$ cat config.mk
export PLATFORM = sky130hd
export DESIGN_NAME = mips_dmem_arbiter_flat
export DESIGN_NICKNAME = d
export VERILOG_FILES = /design/src/rtl/mips_dmem_arbiter_if.sv /design/src/rtl/mips_dmem_arbiter.sv /design/src/flat_wrapper.sv
export SDC_FILE = /design/constraint.sdc
export NUM_CORES = 1
export LEC_CHECK = 0
export ABC_AREA = 0
export BUFFER_PORTS_ARGS = -buffer_cell sky130_fd_sc_hd__buf_4
export CAP_MARGIN = 20
export CORE_UTILIZATION = 45
export DETAILED_ROUTE_END_ITERATION = 10
export PLACE_DENSITY = 0.79
export SKIP_LAST_GASP = 1
export SYNTH_ARGS = -nofsm -noshare
export SYNTH_HDL_FRONTEND = slang
export SYNTH_SLANG_ARGS = --single-unit
export TNS_END_PERCENT = 10
$ cat constraint.sdc
create_clock -name clk -period 2.2 [get_ports clk]
set_input_delay 0 -clock clk [delete_from_list [all_inputs] [get_ports clk]]
set_output_delay 0 -clock clk [all_outputs]
set_load 0.01 [all_outputs]
$ cat src/rtl/mips_dmem_arbiter_if.sv
// Bus bundle between the two requesters, the data memory and mips_dmem_arbiter.
// Error outputs exist only when MIPS_DMEM_ARB_BOUNDS_EN is defined.
interface mips_dmem_arbiter_if #(
    parameter int unsigned ADDR_W = 32,
    parameter int unsigned DATA_W = 32
);
    logic              a_req;
    logic              a_we;
    logic [ADDR_W-1:0] a_addr;
    logic [DATA_W-1:0] a_wdata;
    logic              a_gnt;
    logic              a_done;
    logic [DATA_W-1:0] a_rdata;

    logic              b_req;
    logic              b_we;
    logic [ADDR_W-1:0] b_addr;
    logic [DATA_W-1:0] b_wdata;
    logic              b_gnt;
    logic              b_done;
    logic [DATA_W-1:0] b_rdata;

    logic [ADDR_W-1:0] mem_addr;
    logic [DATA_W-1:0] mem_store_data;
    logic              mem_write_signal;
    logic [DATA_W-1:0] mem_load_data;
    logic              busy;
`ifdef MIPS_DMEM_ARB_BOUNDS_EN
    logic              a_err;
    logic              b_err;
`endif

    // Requesters plus memory model side
    modport master (
        output a_req, a_we, a_addr, a_wdata,
        input  a_gnt, a_done, a_rdata,
        output b_req, b_we, b_addr, b_wdata,
        input  b_gnt, b_done, b_rdata,
        input  mem_addr, mem_store_data, mem_write_signal,
        output mem_load_data,
        input  busy
`ifdef MIPS_DMEM_ARB_BOUNDS_EN
        , input a_err, b_err
`endif
    );

    // Arbiter side
    modport slave (
        input  a_req, a_we, a_addr, a_wdata,
        output a_gnt, a_done, a_rdata,
        input  b_req, b_we, b_addr, b_wdata,
        output b_gnt, b_done, b_rdata,
        output mem_addr, mem_store_data, mem_write_signal,
        input  mem_load_data,
        output busy
`ifdef MIPS_DMEM_ARB_BOUNDS_EN
        , output a_err, b_err
`endif
    );
endinterface

$ cat src/rtl/mips_dmem_arbiter.sv
// Two-port arbiter sharing a single-port MIPS data memory; one access per IDLE->ACCESS->DONE pass.
// Optional address bounds check enabled by defining MIPS_DMEM_ARB_BOUNDS_EN.
module mips_dmem_arbiter #(
    parameter int unsigned ADDR_W    = 32,
    parameter int unsigned DATA_W    = 32,
    parameter int unsigned DEPTH     = 1024,
    parameter int unsigned FIXED_PRI = 0
) (
    input  logic                 clk,
    input  logic                 reset_n,
    mips_dmem_arbiter_if.slave   bus
);
    typedef enum logic [1:0] {ST_IDLE, ST_ACCESS, ST_DONE} state_t;

    if (DEPTH == 0) begin : g_depth_chk
        $error("mips_dmem_arbiter: DEPTH must be nonzero");
    end

    state_t            state;
    logic              op_port;      // 0 = A, 1 = B
    logic              op_we;
    logic              last_winner;  // 0 = A, 1 = B
    logic              wr_q;
    logic              a_done_q, b_done_q;
    logic [ADDR_W-1:0] addr_q;
    logic [DATA_W-1:0] wdata_q;
    logic [DATA_W-1:0] a_rdata_q, b_rdata_q;

    logic              tie_to_b, pick_b, grant;
    logic              sel_we, addr_ok, cap_en;
    logic [ADDR_W-1:0] sel_addr;
    logic [DATA_W-1:0] sel_wdata, cap_data;

    // Winner select: B wins alone, or on a tie when round-robin says A went last
    assign tie_to_b  = (FIXED_PRI == 0) && !last_winner;
    assign pick_b    = bus.b_req && (!bus.a_req || tie_to_b);
    assign grant     = reset_n && (state == ST_IDLE) && (bus.a_req || bus.b_req);
    assign sel_we    = pick_b ? bus.b_we    : bus.a_we;
    assign sel_addr  = pick_b ? bus.b_addr  : bus.a_addr;
    assign sel_wdata = pick_b ? bus.b_wdata : bus.a_wdata;

`ifdef MIPS_DMEM_ARB_BOUNDS_EN
    logic op_ok;
    logic a_err_q, b_err_q;
    assign addr_ok  = ({1'b0, sel_addr} < (ADDR_W+1)'(DEPTH));
    assign cap_en   = !op_we || !op_ok;
    assign cap_data = op_ok ? bus.mem_load_data : '0;
    assign bus.a_err = a_err_q;
    assign bus.b_err = b_err_q;
`else
    assign addr_ok  = 1'b1;
    assign cap_en   = !op_we;
    assign cap_data = bus.mem_load_data;
`endif

    always_ff @(posedge clk) begin
        if (!reset_n) begin
            state       <= ST_IDLE;
            op_port     <= 1'b0;
            op_we       <= 1'b0;
            last_winner <= 1'b1;
            wr_q        <= 1'b0;
            a_done_q    <= 1'b0;
            b_done_q    <= 1'b0;
            addr_q      <= '0;
            wdata_q     <= '0;
            a_rdata_q   <= '0;
            b_rdata_q   <= '0;
`ifdef MIPS_DMEM_ARB_BOUNDS_EN
            op_ok       <= 1'b0;
            a_err_q     <= 1'b0;
            b_err_q     <= 1'b0;
`endif
        end else begin
            a_done_q <= 1'b0;
            b_done_q <= 1'b0;
`ifdef MIPS_DMEM_ARB_BOUNDS_EN
            a_err_q  <= 1'b0;
            b_err_q  <= 1'b0;
`endif
            case (state)
                ST_IDLE: begin
                    if (grant) begin
                        op_port <= pick_b;
                        op_we   <= sel_we;
                        addr_q  <= sel_addr;
                        wdata_q <= sel_wdata;
                        wr_q    <= sel_we && addr_ok;
`ifdef MIPS_DMEM_ARB_BOUNDS_EN
                        op_ok   <= addr_ok;
`endif
                        state   <= ST_ACCESS;
                    end
                end
                ST_ACCESS: begin
                    wr_q <= 1'b0;
                    if (cap_en) begin
                        if (op_port) b_rdata_q <= cap_data;
                        else         a_rdata_q <= cap_data;
                    end
                    a_done_q <= !op_port;
                    b_done_q <= op_port;
`ifdef MIPS_DMEM_ARB_BOUNDS_EN
                    a_err_q  <= !op_port && !op_ok;
                    b_err_q  <= op_port && !op_ok;
`endif
                    state <= ST_DONE;
                end
                ST_DONE: begin
                    last_winner <= op_port;
                    state       <= ST_IDLE;
                end
                default: state <= ST_IDLE;
            endcase
        end
    end

    assign bus.a_gnt            = grant && !pick_b;
    assign bus.b_gnt            = grant && pick_b;
    assign bus.a_done           = a_done_q;
    assign bus.b_done           = b_done_q;
    assign bus.a_rdata          = a_rdata_q;
    assign bus.b_rdata          = b_rdata_q;
    assign bus.mem_addr         = addr_q;
    assign bus.mem_store_data   = wdata_q;
    // Gated by reset so a write pending in ACCESS is dropped on the reset edge
    assign bus.mem_write_signal = wr_q && reset_n;
    assign bus.busy             = (state != ST_IDLE);
endmodule
$ cat src/flat_wrapper.sv
// flat-port wrapper written by rule: the top's interface ports become plain ports
module mips_dmem_arbiter_flat 
#(
    parameter int unsigned ADDR_W    = 32,
    parameter int unsigned DATA_W    = 32,
    parameter int unsigned DEPTH     = 1024,
    parameter int unsigned FIXED_PRI = 0
)
  (clk, reset_n, bus_a_req, bus_a_we, bus_a_addr, bus_a_wdata, bus_a_gnt, bus_a_done, bus_a_rdata, bus_b_req, bus_b_we, bus_b_addr, bus_b_wdata, bus_b_gnt, bus_b_done, bus_b_rdata, bus_mem_addr, bus_mem_store_data, bus_mem_write_signal, bus_mem_load_data, bus_busy);
  mips_dmem_arbiter_if #(.ADDR_W(ADDR_W), .DATA_W(DATA_W)) bus_i ();
  input  logic clk;
  input  logic reset_n;
  input wire logic [$bits(bus_i.a_req)-1:0] bus_a_req;
  input wire logic [$bits(bus_i.a_we)-1:0] bus_a_we;
  input wire logic [$bits(bus_i.a_addr)-1:0] bus_a_addr;
  input wire logic [$bits(bus_i.a_wdata)-1:0] bus_a_wdata;
  output wire logic [$bits(bus_i.a_gnt)-1:0] bus_a_gnt;
  output wire logic [$bits(bus_i.a_done)-1:0] bus_a_done;
  output wire logic [$bits(bus_i.a_rdata)-1:0] bus_a_rdata;
  input wire logic [$bits(bus_i.b_req)-1:0] bus_b_req;
  input wire logic [$bits(bus_i.b_we)-1:0] bus_b_we;
  input wire logic [$bits(bus_i.b_addr)-1:0] bus_b_addr;
  input wire logic [$bits(bus_i.b_wdata)-1:0] bus_b_wdata;
  output wire logic [$bits(bus_i.b_gnt)-1:0] bus_b_gnt;
  output wire logic [$bits(bus_i.b_done)-1:0] bus_b_done;
  output wire logic [$bits(bus_i.b_rdata)-1:0] bus_b_rdata;
  output wire logic [$bits(bus_i.mem_addr)-1:0] bus_mem_addr;
  output wire logic [$bits(bus_i.mem_store_data)-1:0] bus_mem_store_data;
  output wire logic [$bits(bus_i.mem_write_signal)-1:0] bus_mem_write_signal;
  input wire logic [$bits(bus_i.mem_load_data)-1:0] bus_mem_load_data;
  output wire logic [$bits(bus_i.busy)-1:0] bus_busy;
  assign bus_i.a_req = bus_a_req;
  assign bus_i.a_we = bus_a_we;
  assign bus_i.a_addr = bus_a_addr;
  assign bus_i.a_wdata = bus_a_wdata;
  assign bus_a_gnt = bus_i.a_gnt;
  assign bus_a_done = bus_i.a_done;
  assign bus_a_rdata = bus_i.a_rdata;
  assign bus_i.b_req = bus_b_req;
  assign bus_i.b_we = bus_b_we;
  assign bus_i.b_addr = bus_b_addr;
  assign bus_i.b_wdata = bus_b_wdata;
  assign bus_b_gnt = bus_i.b_gnt;
  assign bus_b_done = bus_i.b_done;
  assign bus_b_rdata = bus_i.b_rdata;
  assign bus_mem_addr = bus_i.mem_addr;
  assign bus_mem_store_data = bus_i.mem_store_data;
  assign bus_mem_write_signal = bus_i.mem_write_signal;
  assign bus_i.mem_load_data = bus_mem_load_data;
  assign bus_busy = bus_i.busy;
  mips_dmem_arbiter #(.ADDR_W(ADDR_W), .DATA_W(DATA_W), .DEPTH(DEPTH), .FIXED_PRI(FIXED_PRI)) u_core (.clk(clk), .reset_n(reset_n), .bus(bus_i));
endmodule
==> flow_summary_export.csv, run 1 <==
group,metric,value,unit
status,outcome,"complete, no violations",
routing,ant_nets,0,
routing,routed-via-count,7322,
place,dp_hpwl,12700,µm
grt,grt_pass1_wl,36900,µm
routing,first_pass_iters,5,
clock_network,cts_root_buf,"clkbuf_16",
routing,wl_per_cell,19.4,µm
clock_network,cts_buffers,17,
floorplanning,die-area,13600,µm²
final_layout,nets,1275,
timing,hold_ws,0.0257,ns
power,internal_power,5.58,mW
flow_run,maxCapViolCount,0,
grt,grt_max_degree,69,
grt,grtUsageTotal,36.0,%
final_layout,drive_gt1_share,36.1,%
clock_network,postCtsSetupRepairBufs,0,
clock_network,clk_pin_slew,0.06,ns
power,p_leak,4.56,nW
routing,drt_iter0_drc,845,
critical_path,cp.arrival,2.47,ns
timing,final-setup-viol-count,0,
floorplanning,boundaryPins,300,
logic_synthesis,synth_area,5900,µm²
place,gp_congestion,0.812,
floorplanning,num_rows,41,
routing,routed_wl,25100,µm
grt,grt_pass1_vias,7228,
logic_synthesis,yosysTopAreaCell,"dfxtp_1",
grt,antenna_found_initial,1,
final_layout,syn_to_final_growth,77.7,%
floorplanning,core_area,12700,µm²
power,clockPowerShare,41.6,%
timing,maxSlewViolCount,0,
power,power.density,726,nW/µm²
clock_network,clock_sinks,136,
floorplanning,start_util,46.4,%
critical_path,required,2.55,ns
logic_synthesis,synth_top_area_share,46.2,%
power,peakVddDrop,0.417,mV
final_layout,final_cell_area,10500,µm²
clock_network,clk_path_buf_depth,2,
timing,clock.fmax,470,MHz
critical_path,end_kind,"flop",
timing,rsz0062_at_grt,"false",
logic_synthesis,syn_avg_cell_area,8.58,µm²
place,dp.cells,1100,
logic_synthesis,synth.net_count,853,
power,power.switching,2.03,mW
grt,overflow,0,
clock_network,cts_tree,"built",
place,numPortBuffers,299,
logic_synthesis,seq_area_frac_synth,46.2,%
hold_path,hold_path_class,"input pin to flop",
timing,clock_skew,0.0109,ns
critical_path,start_kind,"flop",
routing,drc,0,
final_layout,nFillCells,691,
routing,viasPerCell,5.66,
critical_path,cp_max_fo,35,
timing,period_needed,2.13,ns
timing,worst_pin_slew,0.733,ns
logic_synthesis,synth-seq-cells,136,
logic_synthesis,synth.area.top_cells,"dfxtp_1, nand2_1, a311oi_2",
hold_path,worstHoldPathCells,4,
power,swShare,26.7,%
timing,setup_tns,0,ns
final_layout,final_cells,1294,
place,placed_area,8190,µm²
logic_synthesis,synthDistinctLibCells,33,
clock_network,htreeDepth,4,
timing,relSlewSlack,51.2,%
clock_network,clk_latency,0.42,ns
critical_path,r2r_cells,5,
critical_path,worstSetupPathType,"flop to flop",
power,seqPwrFrac,36.0,%
floorplanning,chipWidth,116,µm
timing,hold_violations,0,
floorplanning,die-height,116,µm
timing,min_period_over_period,96.7,%
logic_synthesis,syn_inst,687,
power,comb_power_share,22.5,%
logic_synthesis,yosysWarnings,0,
## layout by cell type, fill, tap and decap left out, types with 2 or more instances in the layout
cell type | synthesis | layout
a21oi_1 | 66 | 66
a311oi_1 | 15 | 15
a311oi_2 | 50 | 50
a31oi_1 | 64 | 64
and2_1 | 2 | 2
buf_12 | 0 | 8
buf_4 | 6 | 306
bufinv_16 | 0 | 5
clkbuf_16 | 0 | 17
clkbuf_8 | 0 | 2
clkinv_2 | 0 | 3
clkinvlp_4 | 0 | 2
dfxtp_1 | 136 | 135
dlygate4sd3_1 | 0 | 162
inv_1 | 2 | 2
inv_4 | 0 | 2
mux2i_1 | 2 | 2
nand2_1 | 257 | 257
nor2_1 | 2 | 2
## worst max-delay path: stages (launching register included)
cell and delay [ns]:
dfxtp_1 0.40, a21bo_4 0.32, buf_12 0.24, nand2_1 0.11, a311oi_1 0.35, dlygate4sd3_1 0.62
## state kept, by name, indices dropped and copies added, names as in the netlist, 2 cells and up
name	cells
u_core.bus.b_rdata	32
u_core.bus.a_rdata	32
u_core.state	2
u_core.bus.mem_store_data	32
u_core.bus.mem_addr	32
## kinds of logic after synthesis
family	synth area share, %
AND/OR/NAND/NOR	18.6
AO/OA/AOI/OAI	28.1
flip-flops	46.2
buffers and inverters	6.85
multiplexers	0.340
## cell usage after synthesis
cell         n
a21bo_2      1
a21boi_1     1
a21oi_1     66
a311oi_1    15
a311oi_2    50
a31oi_1     64
and2_1       2
and4bb_2     1
buf_1        6
buf_2       20
buf_4        6
buf_6        9
clkbuf_1    32
clkinv_1     1
dfxtp_1    136
inv_1        2
inv_2        1
mux2i_1      2
nand2_1    257
nand2b_1     1
nand3_2      1
nand4_1      1
nand4bb_1    1
nor2_1       2
nor2_4       1
nor2b_1      1
nor3b_1      1
nor4b_4      1
o21bai_1     1
o2bb2ai_1    1
o31ai_1      1
or2_1        1
or4b_1       1
## path summary, 6_finish.rpt
check | start | to | slack (ns)
worst max-delay path | u_core.last_winner$_SDFFE_PN1N_ | u_core.bus.mem_addr[2]$_SDFFE_PN0P_ | 0.07
worst min-delay path | bus_b_req | u_core.op_port$_SDFFE_PN0P_ | 0.03
worst max register to register | u_core.last_winner$_SDFFE_PN1N_ | u_core.bus.mem_addr[2]$_SDFFE_PN0P_ | 0.07
worst min register to register | u_core.bus.a_rdata[3]$_SDFFE_PN0P_ | u_core.bus.a_rdata[3]$_SDFFE_PN0P_ | 0.45
## final cells by class
| type | count | area, µm² | share of cell area (%) |
|---|---|---|---|
| Clock inverter | 12 | 198 | 1.89 |
| Inverter | 4 | 20.0 | 0.191 |
| Antenna cell | 1 | 2.50 | 0.0239 |
| Tap cell | 172 | 215 | 2.05 |
| Multi-Input combinational cell | 474 | 2790 | 26.6 |
| Sequential cell | 136 | 2720 | 26.0 |
| Clock buffer | 19 | 453 | 4.32 |
| Timing Repair Buffer | 476 | 4080 | 38.9 |
## power by group through the flow
stage / Sequential (mW) / Clock [mW] / Combinational (mW)
after floorplan: 2.83 / 0 / 0.625
after global placement: 2.77 / 0 / 1.30
after detailed placement: 2.77 / 0 / 1.31
after CTS: 2.72 / 3.17 / 1.61
after global routing: 2.75 / 3.31 / 1.80
final: 2.74 / 3.16 / 1.71
## per-stage QoR
stage	setup WS, ns	total power, mW	util, %
2_1_floorplan	0.801	3.46	-
3_3_place_gp	0.639	4.07	64.4
3_5_place_dp	0.600	4.08	64.4
4_1_cts	0.0410	7.49	82.3
5_1_grt	0.0267	7.86	82.4
6_report	0.0726	7.61	82.4
## per-layer routing
layer	GRT usage [%]	up-vias	part of all wire (%)
met5	0	-	0
met4	25.0	0	6.2
met3	10.5	138	9.5
met2	61.5	557	50
met1	38.2	3359	34
li1	-	3268	-
## timing repair
action,CTS,global route
endpoints found under the setup margin,0,43
hold endpoints to repair,129,0
resized for setup,0,4
hold buffers,162,0
(Power assumes the default switching activity.)
==> inputs of run 2 (changes only) <==
--- a/config.mk
+++ b/config.mk
@@ -5,11 +5,12 @@
 export SDC_FILE = /design/constraint.sdc
 export NUM_CORES = 1
 export LEC_CHECK = 0
-export ABC_AREA = 0
+export ABC_AREA = 1
 export BUFFER_PORTS_ARGS = -buffer_cell sky130_fd_sc_hd__buf_4
 export CAP_MARGIN = 20
-export CORE_UTILIZATION = 45
+export CORE_AREA = 2 2 116 118
 export DETAILED_ROUTE_END_ITERATION = 10
+export DIE_AREA = 0 0 118 120
 export PLACE_DENSITY = 0.79
 export SKIP_LAST_GASP = 1
 export SYNTH_ARGS = -nofsm -noshare
==> run 2 against run 1 <==
  * Critical path depth rose by 2
  * Synthesized cell count rose by 19%
  * Sequential power fell by 2%
  * Sequential share of layout area fell by 0.15 points
  * Critical path type is now input pin to output pin
  * Final cell count rose by 13%
  * Utilization fell by 1.2 points
  * Cell area rose by 0.55%
  * First-iteration DRC count fell by 26%
==> flow_summary_export.csv, run 2 <==
group,metric,value,unit
final_layout,syn_to_final_growth,84.6,%
floorplanning,num_rows,42,
logic_synthesis,synth_edf_count,0,
routing,drc,0,
final_layout,final_cell_area,10500,µm²
logic_synthesis,async_flop_share,0,%
logic_synthesis,synth-seq-cells,136,
grt,antenna_found_initial,1,
power,clockPowerShare,41.6,%
status,outcome,"complete, no violations",
logic_synthesis,syn_avg_cell_area,6.98,µm²
clock_network,clk_latency,0.42,ns
routing,ant_nets,0,
critical_path,start_kind,"input pin",
timing,maxSlewViolCount,0,
logic_synthesis,synth_area,5710,µm²
power,peakVddDrop,0.568,mV
critical_path,required,2.20,ns
logic_synthesis,synthDistinctLibCells,18,
grt,grtUsageTotal,32.0,%
critical_path,cp_max_fo,38,
power,total_power,7.30,mW
timing,period_needed,1.97,ns
logic_synthesis,synth_commonest_cells,"nand2_1, dfxtp_1, a21oi_1, nand3_1, nor2_1",
final_layout,drive_gt1_share,27.7,%
power,seqPwrFrac,36.9,%
place,placed_area,7990,µm²
clock_network,cts_resized,0,
logic_synthesis,yosysWarnings,0,
final_layout,layout_commonest_cell,"buf_4",
place,numPortBuffers,299,
routing,first_pass_iters,5,
clock_network,clock_sinks,136,
grt,grt_max_degree,99,
clock_network,cts_root_buf,"clkbuf_16",
floorplanning,core_area,13000,µm²
power,p_leak,4.89,nW
grt,grt_use_met2,55.7,%
timing,relSlewSlack,28.6,%
power,power.density,692,nW/µm²
logic_synthesis,synth_top_area_share,47.7,%
logic_synthesis,ys.flop_type,"dfxtp_1",
logic_synthesis,seq_area_frac_synth,47.7,%
routing,viasPerCell,5.19,
clock_network,cts_tree,"built",
timing,clock_skew,0.0100,ns
clock_network,htreeDepth,4,
timing,setup_tns,0,ns
grt,grt_use_met1,34.0,%
floorplanning,boundaryPins,300,
power,comb_power_share,21.4,%
logic_synthesis,yosysTopAreaCell,"dfxtp_1",
hold_path,hold_path_class,"input pin to flop",
logic_synthesis,syn_inst,817,
timing,final-setup-viol-count,0,
floorplanning,die-height,120,µm
power,swShare,26.3,%
floorplanning,start_util,44.0,%
routing,routed_wl,22900,µm
critical_path,cp.arrival,1.97,ns
timing,hold_ws,0.0410,ns
place,dp_hpwl,12400,µm
routing,drt_iter0_drc,629,
timing,layout_setup_ws,0.231,ns
grt,grt_pass1_vias,7569,
timing,clock.fmax,508,MHz
power,power.switching,1.92,mW
flow_run,maxCapViolCount,0,
grt,grt_pass1_wl,36400,µm
clock_network,cts_buffers,17,
logic_synthesis,yosysMostFrequentCell,"nand2_1",
grt,use_met3,8.37,%
floorplanning,chipWidth,118,µm
grt,top_usage_layer,"met2",
clock_network,clk_path_buf_depth,2,
final_layout,nets,1442,
final_layout,mostFrequentLayoutCells,"buf_4, nand2_1, dlygate4sd3_1",
place,pre_cts_slack,0.662,ns
timing,worst_pin_slew,1.07,ns
critical_path,end_kind,"output pin",
logic_synthesis,synth.net_count,983,
power,internal_power,5.38,mW
routing,wl_per_cell,15.6,µm
floorplanning,die-area,14200,µm²
routing,routed-via-count,7607,
clock_network,clk_pin_slew,0.05,ns
grt,overflow,0,
logic_synthesis,synth.area.top_cells,"dfxtp_1, nand2_1, a21oi_1",
place,gp_congestion,0.900,
timing,hold_violations,0,
timing,min_period_over_period,89.5,%
critical_path,worstSetupPathType,"input pin to output pin",
timing,rsz0062_at_grt,"false",
[run 2: changes by cell type in the layout (fill, tap and decap cells not counted), moves of 34 or more]
| cell | change |
|---|---|
| o21ai_0 | +34 |
| a31oi_1 | -64 |
| nand3_1 | +99 |
| nor2_1 | +68 |
| a311oi_2 | -50 |
| nand2_1 | +41 |
[run 2: cell type report]
| cell class | count | area [µm²] |
|---|---|---|
| fill | 730 | 2440 |
| sequential | 136 | 2720 |
| multi-input combinational | 609 | 2610 |
| inverter | 8 | 32.5 |
| clock inverter | 14 | 194 |
| clock buffer | 18 | 439 |
| antenna | 1 | 2.50 |
| tap | 176 | 220 |
| timing repair buffer | 504 | 4310 |
[run 2: worst max-delay path, stage by stage]
cell,delay [ns]
dlygate4sd3_1,0.52
buf_4,0.33
clkinv_2,0.10
nor2_1,0.13
nand2_2,0.29
a21oi_1,0.38
buf_4,0.19
[run 2: final timing paths]
kind	from	end	slack, ns	cells past startpoint
setup / recovery	reset_n	bus_a_gnt	0.23	7
hold / removal	bus_b_we	u_core.wr_q$_SDFFE_PN0P_	0.04	5
setup reg to reg	u_core.last_winner$_SDFFE_PN1N_	u_core.bus.mem_addr[8]$_SDFFE_PN0P_	0.26	8
hold reg to reg	u_core.bus.a_rdata[0]$_SDFFE_PN0P_	u_core.bus.a_rdata[0]$_SDFFE_PN0P_	0.46	2
[run 2: logic make-up after synthesis]
kind of cell / Yosys count / share of synthesized area [%]
buffers and inverters: 72 / 6.58
AO/OA/AOI/OAI: 133 / 11.7
flip-flops: 136 / 47.7
AND/OR/NAND/NOR: 476 / 34.0
[run 2: timing repair]
item,CTS,global route
hold buffers,191,0
setup buffers,0,0
setup endpoints to repair,0,0
hold endpoints to repair,132,0
[run 2: routing by layer]
| metal | vias to the layer above | routed length (µm) |
|---|---|---|
| met2 | 477 | 11300 |
| met1 | 3455 | 8250 |
| met3 | 118 | 1950 |
| met5 | - | 0 |
| met4 | 0 | 1390 |
| li1 | 3557 | - |
[run 2: through the flow]
step,instances,utilization (%)
floorplan,817,-
global placement,1242,61.5
detailed placement,1242,61.5
CTS,1465,81.2
global route,1466,81.2
finish,1466,81.2
[run 2: power by group through the flow]
| stage | combinational, mW | clock (mW) | sequential (mW) |
|---|---|---|---|
| after detailed placement | 1.16 | 0 | 2.74 |
| after global routing | 1.68 | 3.18 | 2.71 |
| after global placement | 1.15 | 0 | 2.73 |
| after CTS | 1.50 | 3.07 | 2.69 |
| final | 1.56 | 3.04 | 2.69 |
| after floorplan | 0.524 | 0 | 2.79 |
